[src/rtl/fwd_pkg.sv]
// Shared definitions for the operand-forwarding controller: select codes,
// register index width and the shadow pipeline stage entry.
package fwd_pkg;

  localparam int unsigned REG_ADDR_W = 5;

  localparam logic [1:0] SEL_RF    = 2'd0;
  localparam logic [1:0] SEL_EXMEM = 2'd1;
  localparam logic [1:0] SEL_MEMWB = 2'd2;

  typedef struct packed {
    logic [REG_ADDR_W-1:0] rd;
    logic                  we;
    logic                  ld;
  } stage_t;

endpackage

[src/rtl/fwd_ctrl_if.sv]
// ID-stage instruction info in, stall and EX-cycle mux selects out.
interface fwd_ctrl_if #(
  parameter int unsigned REG_ADDR_W = fwd_pkg::REG_ADDR_W
) ();

  logic                  id_valid;
  logic [REG_ADDR_W-1:0] id_rs1;
  logic [REG_ADDR_W-1:0] id_rs2;
  logic [REG_ADDR_W-1:0] id_rd;
  logic                  id_reg_write;
  logic                  id_mem_read;
  logic                  flush;
  logic                  stall;
  logic [1:0]            fwd_sel_a;
  logic [1:0]            fwd_sel_b;

  modport master (
    output id_valid, id_rs1, id_rs2, id_rd, id_reg_write, id_mem_read, flush,
    input  stall, fwd_sel_a, fwd_sel_b
  );

  modport slave (
    input  id_valid, id_rs1, id_rs2, id_rd, id_reg_write, id_mem_read, flush,
    output stall, fwd_sel_a, fwd_sel_b
  );

endinterface

[src/rtl/fwd_match.sv]
// Compares one source register against the EX and MEM shadow entries and
// yields a mux select (EX wins) plus a load-in-EX hit flag.
module fwd_match
  import fwd_pkg::*;
#(
  parameter logic [REG_ADDR_W-1:0] ZERO_REG = '0
) (
  input  logic [REG_ADDR_W-1:0] src_i,
  input  stage_t                ex_i,
  input  logic [REG_ADDR_W-1:0] mem_rd_i,
  input  logic                  mem_we_i,
  output logic [1:0]            sel_o,
  output logic                  ex_ld_hit_o
);

  logic src_live;
  logic ex_hit;
  logic mem_hit;

  always_comb begin
    src_live    = (src_i != ZERO_REG);
    ex_hit      = src_live && ex_i.we && (ex_i.rd == src_i);
    mem_hit     = src_live && mem_we_i && (mem_rd_i == src_i);
    ex_ld_hit_o = ex_hit && ex_i.ld;
    if (ex_hit) begin
      sel_o = SEL_EXMEM;
    end else if (mem_hit) begin
      sel_o = SEL_MEMWB;
    end else begin
      sel_o = SEL_RF;
    end
  end

endmodule

[src/rtl/fwd_ctrl.sv]
// Forwarding-select and load-use stall generator with its own EX/MEM shadow
// of destination-register info; selects are registered for the EX cycle.
module fwd_ctrl
  import fwd_pkg::*;
#(
  parameter int unsigned           REG_ADDR_W = fwd_pkg::REG_ADDR_W,
  parameter logic [REG_ADDR_W-1:0] ZERO_REG   = '0
) (
  input logic       clk,
  input logic       rst,
  fwd_ctrl_if.slave bus
);

  stage_t                ex_q, ex_d;
  logic [REG_ADDR_W-1:0] mem_rd_q;
  logic                  mem_we_q;
  logic [1:0]            sel_a_q, sel_a_d, sel_b_q, sel_b_d;
  logic [1:0]            sel_a, sel_b;
  logic                  ld_hit_a, ld_hit_b;
  logic                  stall;
  logic                  accept;

  fwd_match #(.ZERO_REG(ZERO_REG)) u_match_a (
    .src_i      (bus.id_rs1),
    .ex_i       (ex_q),
    .mem_rd_i   (mem_rd_q),
    .mem_we_i   (mem_we_q),
    .sel_o      (sel_a),
    .ex_ld_hit_o(ld_hit_a)
  );

  fwd_match #(.ZERO_REG(ZERO_REG)) u_match_b (
    .src_i      (bus.id_rs2),
    .ex_i       (ex_q),
    .mem_rd_i   (mem_rd_q),
    .mem_we_i   (mem_we_q),
    .sel_o      (sel_b),
    .ex_ld_hit_o(ld_hit_b)
  );

  // Flush and reset both override the load-use stall; a rejected ID slot
  // enters EX as a bubble with selects forced to the register file.
  always_comb begin
    stall   = !rst && bus.id_valid && !bus.flush && (ld_hit_a || ld_hit_b);
    accept  = bus.id_valid && !bus.flush && !stall;
    ex_d    = '0;
    sel_a_d = SEL_RF;
    sel_b_d = SEL_RF;
    if (accept) begin
      ex_d.rd = bus.id_rd;
      ex_d.we = bus.id_reg_write;
      ex_d.ld = bus.id_mem_read;
      sel_a_d = sel_a;
      sel_b_d = sel_b;
    end
  end

  always_ff @(posedge clk) begin
    if (rst) begin
      ex_q     <= '0;
      mem_rd_q <= '0;
      mem_we_q <= 1'b0;
      sel_a_q  <= SEL_RF;
      sel_b_q  <= SEL_RF;
    end else begin
      mem_rd_q <= ex_q.rd;
      mem_we_q <= ex_q.we;
      ex_q     <= ex_d;
      sel_a_q  <= sel_a_d;
      sel_b_q  <= sel_b_d;
    end
  end

  assign bus.stall     = stall;
  assign bus.fwd_sel_a = sel_a_q;
  assign bus.fwd_sel_b = sel_b_q;

endmodule

[src/flat_wrapper.sv]
// flat-port wrapper written by rule: the top's interface ports become plain ports
module fwd_ctrl_flat import fwd_pkg::*;
#(
  parameter int unsigned           REG_ADDR_W = fwd_pkg::REG_ADDR_W,
  parameter logic [REG_ADDR_W-1:0] ZERO_REG   = '0
)
  (clk, rst, bus_id_valid, bus_id_rs1, bus_id_rs2, bus_id_rd, bus_id_reg_write, bus_id_mem_read, bus_flush, bus_stall, bus_fwd_sel_a, bus_fwd_sel_b);
  fwd_ctrl_if #(.REG_ADDR_W(REG_ADDR_W)) bus_i ();
  input logic clk;
  input logic rst;
  input wire logic [$bits(bus_i.id_valid)-1:0] bus_id_valid;
  input wire logic [$bits(bus_i.id_rs1)-1:0] bus_id_rs1;
  input wire logic [$bits(bus_i.id_rs2)-1:0] bus_id_rs2;
  input wire logic [$bits(bus_i.id_rd)-1:0] bus_id_rd;
  input wire logic [$bits(bus_i.id_reg_write)-1:0] bus_id_reg_write;
  input wire logic [$bits(bus_i.id_mem_read)-1:0] bus_id_mem_read;
  input wire logic [$bits(bus_i.flush)-1:0] bus_flush;
  output wire logic [$bits(bus_i.stall)-1:0] bus_stall;
  output wire logic [$bits(bus_i.fwd_sel_a)-1:0] bus_fwd_sel_a;
  output wire logic [$bits(bus_i.fwd_sel_b)-1:0] bus_fwd_sel_b;
  assign bus_i.id_valid = bus_id_valid;
  assign bus_i.id_rs1 = bus_id_rs1;
  assign bus_i.id_rs2 = bus_id_rs2;
  assign bus_i.id_rd = bus_id_rd;
  assign bus_i.id_reg_write = bus_id_reg_write;
  assign bus_i.id_mem_read = bus_id_mem_read;
  assign bus_i.flush = bus_flush;
  assign bus_stall = bus_i.stall;
  assign bus_fwd_sel_a = bus_i.fwd_sel_a;
  assign bus_fwd_sel_b = bus_i.fwd_sel_b;
  fwd_ctrl #(.REG_ADDR_W(REG_ADDR_W), .ZERO_REG(ZERO_REG)) u_core (.clk(clk), .rst(rst), .bus(bus_i));
endmodule
[config.mk]
export PLATFORM = sky130hd
export DESIGN_NAME = fwd_ctrl_flat
export DESIGN_NICKNAME = d
export VERILOG_FILES = /design/src/rtl/fwd_pkg.sv /design/src/rtl/fwd_ctrl_if.sv /design/src/rtl/fwd_match.sv /design/src/rtl/fwd_ctrl.sv /design/src/flat_wrapper.sv
export SDC_FILE = /design/constraint.sdc
export NUM_CORES = 1
export LEC_CHECK = 0
export BUFFER_PORTS_ARGS = -buffer_cell sky130_fd_sc_hd__buf_2
export CAP_MARGIN = 15
export CORE_UTILIZATION = 47
export DETAILED_ROUTE_END_ITERATION = 12
export GPL_TIMING_DRIVEN = 0
export PLACE_DENSITY_LB_ADDON = 0.25
export SLEW_MARGIN = 10
export SYNTH_ARGS = -nofsm -noshare
export SYNTH_HDL_FRONTEND = slang
export SYNTH_SLANG_ARGS = --single-unit
[constraint.sdc]
create_clock -name clk -period 1.64 [get_ports clk]
set_input_delay 0.164 -clock clk [delete_from_list [all_inputs] [get_ports clk]]
set_output_delay 0.164 -clock clk [all_outputs]
set_load 0.005 [all_outputs]
# Word level (Yosys, flattened, before mapping)
# Index checks and enable logic that the tools add are counted.
# W data, S select, Z words.
[totals] regBits=17 wordCells=42 input_bits=21
[classes] bitwise=1 mux=4 reduce_logical=24 eq_ne=4
[op_table] cell="$eq A5 B5 Y1" count=4
[op_table] cell="$logic_and A1 B1 Y1" count=15
[op_table] cell="$reduce_bool A5 Y1" count=2
[op_table] cell="$reduce_or A3 Y1" count=2
[op_table] cell="$mux W2" count=2
[op_table] cell="$logic_not A1 Y1" count=3
[op_table] cell="$mux W1" count=2
[op_table] cell="$reduce_or A2 Y1" count=1
[op_table] cell="$logic_or A1 B1 Y1" count=1
[op_table] cell="$not A1 Y1" count=1

# Logic depth before layout (Yosys ltp)
# Gate-level depths: netlist of the first run.
[depth] ltp_word=10 depth_mapped=5

# Modules after synthesis
# From an unflattened synthesis of the first run, not the netlist that was laid out.
[unflattened] hier_cells=85 area_unflattened_um2=827.0
[modules_own_cells] mod="fwd_ctrl" area_per_inst_um2=489.2 seq_area_each_um2=340.3 cells_per_inst=39 instances=1
[modules_own_cells] mod="fwd_match" area_per_inst_um2=168.9 seq_area_each_um2=0.0 cells_per_inst=23 instances=2

# Worst setup path before layout of the first run
# Ideal clock, no wire load.
[synth_timing] kind="input to output" startpoint="input bus_id_rs1[3]" endpoint="output bus_stall" required_ns=1.476 cell_stages=5 arrival_ns=1.276 slack_ns=0.200 n_path_buf=0 cell_sequence="or4_1 -> nor2_2 -> nor4_2 -> o21a_4 -> and2_1"
[synth_between] elab_chain_len=6 word_cells_on_any_way=7 classes_between="eq/ne: 1; reduce/logical: 6"
[synth_lines] item="start: declaration" line_no="flat_wrapper.sv:12" text="input wire logic [$bits(bus_i.id_rs1)-1:0] bus_id_rs1;"
[synth_lines] item="$reduce_bool A5 Y1" line_no="fwd_match.sv:21" text="src_live = (src_i != ZERO_REG);"
[synth_lines] item="$logic_and A1 B1 Y1" line_no="fwd_match.sv:22" text="ex_hit = src_live && ex_i.we && (ex_i.rd == src_i);"
[synth_lines] item="$logic_and A1 B1 Y1 (*)" line_no="fwd_match.sv:22"
[synth_lines] item="$logic_and A1 B1 Y1 (*)" line_no="fwd_match.sv:24" text="ex_ld_hit_o = ex_hit && ex_i.ld;"
[synth_lines] item="$logic_or A1 B1 Y1 (*)" line_no="fwd_ctrl.sv:44" text="stall = !rst && bus.id_valid && !bus.flush && (ld_hit_a || ld_hit_b);"
[synth_lines] item="$logic_and A1 B1 Y1 (*)" line_no="fwd_ctrl.sv:44"
[synth_lines] item="end: declaration" line_no="flat_wrapper.sv:18" text="output wire logic [$bits(bus_i.stall)-1:0] bus_stall;"
# Mark *: on every way between the ends. The rest lies on a longest branch, timed or not.

# Worst setup path after layout of the first run
[layout_timing] startpoint="register u_core.ex_q[6] (netlist name)" endpoint="output bus_stall"
[layout_between] elab_chain_len=5 word_cells_on_any_way=8 classes_between="eq/ne: 2; reduce/logical: 6"
[layout_lines] item="start: declaration" line_no="fwd_ctrl.sv:14" text="stage_t ex_q, ex_d;"
[layout_lines] item="start signal: assignment" line_no="fwd_ctrl.sv:60" text="ex_q <= '0;"
[layout_lines] item="start signal: assignment" line_no="fwd_ctrl.sv:68" text="ex_q <= ex_d;"
[layout_lines] item="$eq A5 B5 Y1" line_no="fwd_match.sv:22"
[layout_lines] item="$logic_and A1 B1 Y1" line_no="fwd_match.sv:22"
[layout_lines] item="$logic_and A1 B1 Y1" line_no="fwd_match.sv:24"
[layout_lines] item="$logic_or A1 B1 Y1 (*)" line_no="fwd_ctrl.sv:44"
[layout_lines] item="$logic_and A1 B1 Y1 (*)" line_no="fwd_ctrl.sv:44"
# Marked as above.

==> impl_metrics.env, run 1 <==
export IMPL_grt_pass1_wl_um=2428
export IMPL_reg2reg_to="u_core.ex_q[2]"
export IMPL_setup_worst_path_start="u_core.ex_q[6]"
export IMPL_switching_share_pct=24.27
export IMPL_crit_path_end="bus_stall"
export IMPL_antenna_diode_count=0
export IMPL_ys_async_sr_fraction_pct=0
export IMPL_numCtsBuffers=3
export IMPL_area_growth_pct=30.26
export IMPL_grtUsageTotal_pct=18.59
export IMPL_timing_final_ws_setup_ns=-0.1587
export IMPL_drv_slew=0
export IMPL_synthMostInstantiatedCell="dfxtp_1"
export IMPL_ys_top_cells_by_count="17 x dfxtp_1, 12 x xnor2_1, 8 x nand2_1, 8 x xor2_1, 7 x nor2_1"
export IMPL_fin_skew_ns=0.01287
export IMPL_place_congestion=0.7644
export IMPL_reg2regPathDepth=6
export IMPL_die_x_um=42.56
export IMPL_tightest_slew_ns=0.3631
export IMPL_antenna_found_initial=0
export IMPL_clk_path_buf_depth=2
export IMPL_maxCapViolCount=0
export IMPL_syn_inst=78
export IMPL_synthMuxAreaShare_pct=0
export IMPL_setup_viol=1
export IMPL_drive_gt1_share_pct=40.37
export IMPL_synth_seq_area_share_pct=44.01
export IMPL_maxSlewHeadroom_pct=75.80
export IMPL_crit_path_end_kind="output port"
export IMPL_rr_startpoint="u_core.ex_q[6]"
export IMPL_critPathSlowestCell="dfxtp_4"
export IMPL_pwr_share_seq_pct=58.1
export IMPL_cp_arrival_ns=1.63
export IMPL_drc=0
export IMPL_holdBufCountCts=0
export IMPL_pwr_share_comb_pct=11.9
export IMPL_internal_power_uw=555.7
export IMPL_grt_pass1_vias=570
export IMPL_io_pins=26
export IMPL_cp_max_fo=4
export IMPL_rsz0062_at_grt="yes"
export IMPL_portBuffers=25
export IMPL_r2r_slack_ns=0.22
export IMPL_crit_type="flip-flop to output port"
export IMPL_synth_area_um2=773.2
export IMPL_crit_chain="xnor2_2 -> nand4_1 -> nor4_4 -> o21a_4 -> and2_1 -> buf_2"
export IMPL_synthXorXnorAreaFrac_pct=22.65
export IMPL_core_area_um2=1524
export IMPL_grt_max_degree=11
export IMPL_synth_fp_nets=99
export IMPL_clkSinkCount=17
export IMPL_final_nets=131
export IMPL_synth_edf_count=0
export IMPL_worstPathRequired_ns=1.48
export IMPL_hold_path_class="input pin to flip-flop"
export IMPL_gr_total_overflow=0
export IMPL_vdd_ir_drop_max_mv=0.4438
export IMPL_clkPwrFrac_pct=29.9
export IMPL_worstSetupStartpointType="flip-flop"
export IMPL_yosys_warnings=0
export IMPL_pre_cts_ws_ns=-0.1070
export IMPL_syn_avg_cell_area_um2=9.913
export IMPL_clkTransAtPathRegs_ns=0.10
export IMPL_num_rows=14
export IMPL_wl_per_cell_um=11.78
export IMPL_vias=631
export IMPL_fin_crit_sh_pct=109.7
export IMPL_clock_latency_ns=0.29
export IMPL_synth_top_area_share_pct=44.01
export IMPL_violations="negative setup slack"
export IMPL_switchingPower_uw=178.1
export IMPL_synth_simple_area_share_pct=27.99
export IMPL_drtIter0Drc=2
export IMPL_hold_violations=0
export IMPL_first_pass_iters=2
export IMPL_slowest_delay_ns=0.39
export IMPL_p_per_area_nw_per_um2=728.6
export IMPL_fmax_mhz=556.0
export IMPL_synth_seq_cells=17
export IMPL_ys_types=20
export IMPL_outcome="finished with violations"
export IMPL_period_needed_ns=1.799
export IMPL_leakage_nw=0.4340
export IMPL_start_util_pct=50.74
export IMPL_vias_per_cell=5.048
export IMPL_htreeDepth=1
export IMPL_synth_top_family_by_area="simple AND/OR/NAND/NOR gates"
export IMPL_cts_tree="built"
export IMPL_routed_wl_um=1472
export IMPL_die_area_um2=1811
export IMPL_ant_nets=0
export IMPL_whs_ns=0.06010
export IMPL_synth_top_cell_by_area="dfxtp_1"
export IMPL_synth_compound_area_share_pct=4.854
export IMPL_die_y_um=42.56
export IMPL_ys_top_cells_by_area="dfxtp_1 44%, xnor2_1 14%, xor2_1 9.1%, nor2b_1 4.9%, nand2_1 3.9%"
export IMPL_yosys_most_used_dff="dfxtp_1"
export IMPL_dpl_hpwl_um=1186
export IMPL_cts_root_buf="clkbuf_4"
export IMPL_synth_adder_area_share_pct=0
==> critical path: cells and delay by family, from the launching register on <==
kind / cells / cell delay [ns]
xor gates and xnor gates: 1 / 0.10
AOI/OAI and AO/OA: 1 / 0.18
and+or+nand+nor: 3 / 0.55
DFF: 1 / 0.39
buffers and inverters: 1 / 0.10
==> metrics by stage <==
stage	util [%]	instances	area (um2)	TNS [ns]	total power, mW
after floorplan	-	78	773.2	0	0.4740
after detailed placement	60.26	119	918.4	-0.1070	0.5159
after global placement	60.26	119	918.4	-0.06961	0.5128
after global routing	66.09	125	1007	-0.2912	0.7728
final	66.09	125	1007	-0.1587	0.7339
after CTS	65.11	125	992.2	-0.2466	0.7351
==> layer usage <==
layer	track usage, %	routed length [um]
met1	23.39	694
met2	28.92	690
met3	3.879	54
met4	11.25	32
met5	0	0
==> kinds of logic (layout without fill, tap and decap cells) <==
logic type / count (synthesis) / after routing
buf+inv: 1 / 32
simple gates: 37 / 37
xor+xnor: 20 / 20
flops: 17 / 17
compound gates: 3 / 3
==> power by group through the flow <==
stage | Clock (mW) | Combinational (mW) | Sequential, mW
2_1_floorplan | 0 | 0.0395 | 0.435
3_3_place_gp | 0 | 0.0765 | 0.436
3_5_place_dp | 0 | 0.0793 | 0.437
4_1_cts | 0.223 | 0.0855 | 0.426
5_1_grt | 0.249 | 0.0961 | 0.428
6_report | 0.220 | 0.0876 | 0.427
==> worst min path at each step <==
stage                            start            endpoint  slack (ns)  cells past startpoint
final                     bus_id_rd[4]      u_core.ex_q[6]        0.06                      3
after detailed placement  bus_id_rd[1]      u_core.ex_q[3]        0.38                      3
after floorplan                    rst  u_core.mem_rd_q[0]        0.24                      1
after CTS                 bus_id_rd[4]      u_core.ex_q[6]        0.06                      3
after global placement    bus_id_rd[1]      u_core.ex_q[3]        0.37                      3
after global routing      bus_id_rd[4]      u_core.ex_q[6]        0.05                      3
==> cell type report <==
| cell class | instances | area [um2] |
|---|---|---|
| sequential | 17 | 346.6 |
| fill | 131 | 516.7 |
| clock inverter | 1 | 5.005 |
| tap | 16 | 20.02 |
| timing repair buffer | 27 | 140.1 |
| multi-input combinational | 60 | 469.2 |
| buffer | 1 | 3.754 |
| clock buffer | 3 | 22.52 |
==> timing repair <==
item	4_1_cts	5_1_grt
endpoints found under the setup margin	1	1
setup buffers	2	0
pin swaps	3	1
resized for setup	7	2
==> registers in the layout (all words and copies together) (netlist names) <==
name / flops
u_core.mem_we_q: 1
u_core.bus.fwd_sel_b: 2
u_core.bus.fwd_sel_a: 2
u_core.ex_q: 7
u_core.mem_rd_q: 5
==> cell usage in the layout, fill, tap and decap left out, drive strengths merged <==
cell	n
clkbuf	4
dfxtp	17
nor3b	1
xnor2	12
nor2	9
or4	3
nand3	1
buf	27
and2	1
a2111oi	1
a211oi	1
o21a	1
nor4	3
nand4	3
nor2b	6
xor2	8
clkinv	1
nand2	8
and3b	2
(Power assumes the default switching activity.)
==> inputs of run 2 (changes only) <==
Settings changed: CORE_UTILIZATION 47 to 40.
==> run 2 against run 1 <==
Net effect:
- the run still ends with negative setup slack left
- die area grew 17%
- clock power shrank 3%
- clock skew shrank 0.0081 ns
- power shrank 1.1%
- clock-buffer cell count is the same
- combinational power shrank 2%
- critical path depth is the same
- hold slack gained 0.015 ns
- worst setup slack lost 0.016 ns
- non-clock buffer count is the same
- largest cell class unchanged
- largest power group unchanged
==> impl_metrics.env, run 2 (same netlist as run 1, synthesis figures left out) <==
export IMPL_period_needed_ns=1.815
export IMPL_wl_per_cell_um=11.13
export IMPL_drtIter0Drc=5
export IMPL_cp_arrival_ns=1.65
export IMPL_internal_power_uw=554.2
export IMPL_gr_usage_met3_pct=2.381
export IMPL_slowest_delay_ns=0.38
export IMPL_crit_type="flip-flop to output port"
export IMPL_worstSetupStartpointType="flip-flop"
export IMPL_fin_skew_ns=0.004769
export IMPL_rsz0062_at_grt="yes"
export IMPL_core_area_um2=1764
export IMPL_fmax_mhz=550.9
export IMPL_reg_top3="u_core.ex_q: 7 flops, u_core.mem_rd_q: 5 flops"
export IMPL_r2r_slack_ns=0.20
export IMPL_regMostFlops="u_core.ex_q"
export IMPL_crit_family="simple AND/OR/NAND/NOR gates"
export IMPL_outcome="finished with violations"
export IMPL_rr_startpoint="u_core.ex_q[6]"
export IMPL_place_inst=128
export IMPL_cts_tree="built"
export IMPL_htreeDepth=1
export IMPL_cts_root_buf="clkbuf_4"
export IMPL_timing_final_ws_setup_ns=-0.1751
export IMPL_p_per_area_nw_per_um2=717.6
export IMPL_die_y_um=45.97
export IMPL_largest_reg_flops=7
export IMPL_hold_path_end="u_core.ex_q[6]"
export IMPL_die_x_um=45.97
export IMPL_grt_max_degree=11
export IMPL_dpl_hpwl_um=1167
export IMPL_portBuffers=25
export IMPL_holdPathStages=3
export IMPL_worstPathRequired_ns=1.48
export IMPL_clkTransAtPathRegs_ns=0.10
export IMPL_reg2regPathDepth=6
export IMPL_num_rows=15
export IMPL_switching_share_pct=23.60
export IMPL_drv_slew=0
export IMPL_seq_area_um2=346.6
export IMPL_reg2reg_to="u_core.ex_q[3]"
export IMPL_drc=0
export IMPL_final_cells=134
export IMPL_clock_latency_ns=0.28
export IMPL_clk_path_buf_depth=2
export IMPL_place_congestion=0.7910
export IMPL_clkPwrFrac_pct=29.4
export IMPL_grt_busiest_layer="met2"
export IMPL_grt_pass1_wl_um=2415
export IMPL_leakage_nw=0.4295
export IMPL_pwr_share_comb_pct=11.8
export IMPL_critPathSlowestCell="dfxtp_2"
export IMPL_maxCapViolCount=0
export IMPL_nFillCells=185
export IMPL_grt_pass1_vias=582
export IMPL_use_met1_pct=21.98
export IMPL_antenna_found_initial=0
export IMPL_setup_viol=1
export IMPL_maxSlewHeadroom_pct=75.58
export IMPL_cp_max_fo=4
export IMPL_first_pass_iters=4
export IMPL_io_pins=26
export IMPL_multi_input_area_um2=461.7
export IMPL_crit_chain="xnor2_2 -> nand4_1 -> nor4_4 -> o21a_4 -> and2_1 -> buf_2"
export IMPL_whs_ns=0.07542
export IMPL_pwr_share_seq_pct=58.8
export IMPL_fin_crit_sh_pct=110.7
export IMPL_final_common_cell="buf_2"
export IMPL_crit_path_end_kind="output port"
export IMPL_switchingPower_uw=171.2
export IMPL_tightest_slew_ns=0.3664
export IMPL_antenna_diode_count=0
export IMPL_min_from="bus_id_rd[4]"
export IMPL_hold_violations=0
export IMPL_area_growth_pct=30.74
export IMPL_grtUsageTotal_pct=16.48
export IMPL_holdBufCountCts=0
export IMPL_drive_gt1_share_pct=39.45
export IMPL_tns_ns=-0.1751
export IMPL_violations="negative setup slack"
export IMPL_routed_wl_um=1491
export IMPL_cp_num_buf_inv=1
export IMPL_start_util_pct=43.83
export IMPL_gr_total_overflow=0
export IMPL_vias_per_cell=4.709
export IMPL_vdd_ir_drop_max_mv=0.4701
export IMPL_ant_nets=0
export IMPL_numCtsBuffers=3
export IMPL_clkSinkCount=17
export IMPL_use_met2_pct=26.20
export IMPL_final_nets=131
export IMPL_hold_path_class="input pin to flip-flop"
export IMPL_most_common_layout_cells="25 x buf_2, 14 x dfxtp_1, 10 x xnor2_1"
export IMPL_die_area_um2=2113
export IMPL_vias=631
## run 2: cell counts in the layout (fill, tap and decap cells not counted)
Identical to the previous run, type by type.
## run 2: worst max-delay path by stage
stage | slack (ns) | cells after the start | to | startpoint
after floorplan | 0.20 | 5 | bus_stall | bus_id_rs1[3]
after global placement | -0.07 | 7 | bus_stall | bus_id_rs2[0]
after detailed placement | -0.09 | 7 | bus_stall | bus_id_rs2[0]
after CTS | -0.24 | 6 | bus_stall | u_core.ex_q[6]
after global routing | -0.30 | 6 | bus_stall | u_core.ex_q[4]
final | -0.18 | 6 | bus_stall | u_core.ex_q[6]
## run 2: cell type report
cell class | count | share of cell area [%]
Buffer | 1 | 0.3713
Tap cell | 25 | 3.094
Clock buffer | 3 | 2.228
Multi-Input combinational cell | 60 | 45.67
Timing Repair Buffer | 27 | 13.86
Clock inverter | 1 | 0.4950
Sequential cell | 17 | 34.28
## run 2: power by group through the flow
stage                     clock (mW)  combinational (mW)  sequential, mW
final                          0.213              0.0858           0.426
after CTS                      0.223              0.0828           0.427
after floorplan                    0              0.0395           0.435
after detailed placement           0              0.0786           0.437
after global routing           0.236              0.0946           0.428
after global placement             0              0.0766           0.436
## run 2: per-layer routing
layer / wire, um / vias up / part of all wire (%)
met3: 56 / 2 / 3.8
met2: 736 / 14 / 49
met5: 0 / - / 0
li1: - / 325 / -
met4: 10 / 0 / 0.67
met1: 687 / 290 / 46
## run 2: worst reg2reg max path: stages (launching register included)
cell and delay (ns):
dfxtp_2 0.38, xnor2_2 0.12, nand4_1 0.18, nor4_4 0.28, o21a_4 0.19, buf_4 0.14, nor2_1 0.05
## run 2: repair_timing
item,in CTS,in global routing
pin swaps,2,1
buffers inserted,2,0
setup endpoints to repair,1,1
gates resized for setup,5,3
## run 2: metrics by stage
step | setup slack [ns] | total power [mW] | area, um2 | utilization [%]
after floorplan | 0.1996 | 0.4740 | 773.2 | -
after global placement | -0.07431 | 0.5131 | 929.6 | 52.70
after detailed placement | -0.09437 | 0.5152 | 929.6 | 52.70
after CTS | -0.2379 | 0.7330 | 993.5 | 56.31
after global routing | -0.2968 | 0.7585 | 1011 | 57.30
final | -0.1751 | 0.7255 | 1011 | 57.30
==> inputs of run 3 (changes only) <==
Settings changed: SETUP_SLACK_MARGIN from default to 0.2.
==> run 3 against run 2 <==
Net effect:
- the flow still finishes with violations (negative setup slack)
- power is 1.7% higher
- clock power is 2% higher
- combinational power is 6.8% higher
- sequential share of layout area is 3.1 points lower
- design area is 9.2% higher
- global-route usage is 0.38 points higher
- sequential power hardly changed
- non-clock buffer count is 5 higher
- largest power group unchanged
- highest routed layer unchanged
==> impl_metrics.env, run 3 (same netlist as run 1, synthesis figures left out) <==
export IMPL_outcome="finished with violations"
export IMPL_violations="negative setup slack"
export IMPL_die_area_um2=2113
export IMPL_clk_path_buf_depth=2
export IMPL_start_util_pct=43.83
export IMPL_crit_chain="xnor2_1 -> nand4_1 -> nor4_4 -> o21a_4 -> and2_4 -> buf_6"
export IMPL_most_common_layout_cells="24 x buf_2, 14 x dfxtp_1, 10 x xnor2_1"
export IMPL_maxCapViolCount=0
export IMPL_area_growth_pct=42.72
export IMPL_leakage_nw=0.4524
export IMPL_routed_wl_um=1586
export IMPL_clkSinkCount=17
export IMPL_hold_path_class="input pin to flip-flop"
export IMPL_drtIter0Drc=4
export IMPL_drv_slew=0
export IMPL_io_pins=26
export IMPL_die_x_um=45.97
export IMPL_setup_worst_path_start="u_core.ex_q[4]"
export IMPL_tns_ns=-0.2230
export IMPL_p_per_area_nw_per_um2=668.4
export IMPL_gr_total_overflow=0
export IMPL_placed_area_um2=929.6
export IMPL_final_cells=139
export IMPL_final_common_cell="buf_2"
export IMPL_cp_arrival_ns=1.70
export IMPL_grt_busiest_layer="met2"
export IMPL_reg2reg_to="u_core.ex_q[0]"
export IMPL_design_area_um2=1104
export IMPL_power_uw=737.6
export IMPL_setup_viol=1
export IMPL_gr_usage_met3_pct=3.571
export IMPL_crit_path_end_kind="output port"
export IMPL_regMostFlops="u_core.ex_q"
export IMPL_grt_max_degree=11
export IMPL_clock_latency_ns=0.28
export IMPL_numCtsBuffers=3
export IMPL_whs_ns=0.08683
export IMPL_vias=658
export IMPL_antenna_diode_count=0
export IMPL_slowest_delay_ns=0.37
export IMPL_hold_violations=0
export IMPL_dpl_hpwl_um=1201
export IMPL_reg2regPathDepth=7
export IMPL_pre_cts_ws_ns=-0.09865
export IMPL_place_congestion=0.7775
export IMPL_antenna_found_initial=0
export IMPL_largest_reg_flops=7
export IMPL_timing_final_ws_setup_ns=-0.2230
export IMPL_grtUsageTotal_pct=16.86
export IMPL_drc=0
export IMPL_nFillCells=163
export IMPL_fin_skew_ns=0.002795
export IMPL_crit_path_end="bus_stall"
export IMPL_holdBufCountCts=0
export IMPL_grt_pass1_vias=570
export IMPL_portBuffers=25
export IMPL_place_inst=128
export IMPL_fin_crit_sh_pct=113.6
export IMPL_vdd_ir_drop_max_mv=0.4825
export IMPL_r2r_slack_ns=0.09
export IMPL_critPathSlowestCell="dfxtp_2"
export IMPL_cts_tree="built"
export IMPL_grt_pass1_wl_um=2484
export IMPL_crit_type="flip-flop to output port"
export IMPL_final_nets=136
export IMPL_reg_top3="u_core.ex_q: 7 flops, u_core.mem_rd_q: 5 flops"
export IMPL_worstSetupStartpointType="flip-flop"
export IMPL_ant_nets=0
export IMPL_core_area_um2=1764
export IMPL_use_met2_pct=25.92
export IMPL_vias_per_cell=4.734
export IMPL_cp_max_fo=3
export IMPL_use_met1_pct=22.60
export IMPL_tightest_slew_ns=0.3860
export IMPL_maxSlewHeadroom_pct=74.27
export IMPL_drive_gt1_share_pct=49.12
export IMPL_first_pass_iters=4
export IMPL_htreeDepth=1
export IMPL_die_y_um=45.97
export IMPL_fin_util_pct=62.55
export IMPL_cts_root_buf="clkbuf_4"
export IMPL_rsz0062_at_grt="yes"
export IMPL_rr_startpoint="u_core.ex_q[4]"
export IMPL_clkTransAtPathRegs_ns=0.10
export IMPL_wl_per_cell_um=11.41
export IMPL_period_needed_ns=1.863
export IMPL_num_rows=15
export IMPL_fmax_mhz=536.8
export IMPL_worstPathRequired_ns=1.48
==> run 3: cell count changes in the layout (fill, tap and decap cells not counted), moves of 2 or more <==
cell    before  now
nor2_1       7    2
nor2_2       2    7
buf_6        0    3
buf_4        2    4
==> run 3: report_power, final <==
part           leakage (nW)  internal, mW  switching, mW  total, mW
Sequential            0.139         0.420        0.00744      0.428
Clock                0.0177        0.0905          0.128      0.218
Combinational         0.296        0.0488         0.0428     0.0916
==> run 3: layer usage <==
metal | share of wire, % | vias up
li1 | - | 335
met1 | 44 | 301
met2 | 50 | 20
met3 | 5.5 | 2
met4 | 0.76 | 0
met5 | 0 | -
==> run 3: worst min path at each step <==
| stage | slack [ns] | from | cells after the start | to |
|---|---|---|---|---|
| floorplan | 0.24 | rst | 1 | u_core.mem_rd_q[0] |
| global placement | 0.37 | bus_id_reg_write | 3 | u_core.ex_q[1] |
| detailed placement | 0.38 | bus_id_rd[0] | 3 | u_core.ex_q[2] |
| CTS | 0.08 | bus_id_rd[0] | 3 | u_core.ex_q[2] |
| global route | 0.08 | bus_id_rd[3] | 3 | u_core.ex_q[5] |
| finish | 0.09 | bus_id_reg_write | 3 | u_core.ex_q[1] |
==> run 3: area by class of cell <==
| class | instances | area, um2 | area share, % |
|---|---|---|---|
| Sequential cell | 17 | 344.1 | 31.18 |
| Buffer | 1 | 3.754 | 0.3401 |
| Clock inverter | 1 | 5.005 | 0.4535 |
| Tap cell | 25 | 31.28 | 2.834 |
| Multi-Input combinational cell | 60 | 498.0 | 45.12 |
| Timing Repair Buffer | 32 | 198.9 | 18.03 |
| Clock buffer | 3 | 22.52 | 2.041 |
==> run 3: what timing repair did <==
item,CTS,global route
resized for setup,6,15
pin swaps,10,10
setup buffers,3,4
setup endpoints to repair,8,10
==> run 3: critical path: cells and delay by family (launching register included) <==
kind,cells,cell delay [ns]
DFF,1,0.37
buffers and inverters,1,0.09
and+or+nand+nor,3,0.66
AOI/OAI and AO/OA,1,0.17
xor gates and xnor gates,1,0.12
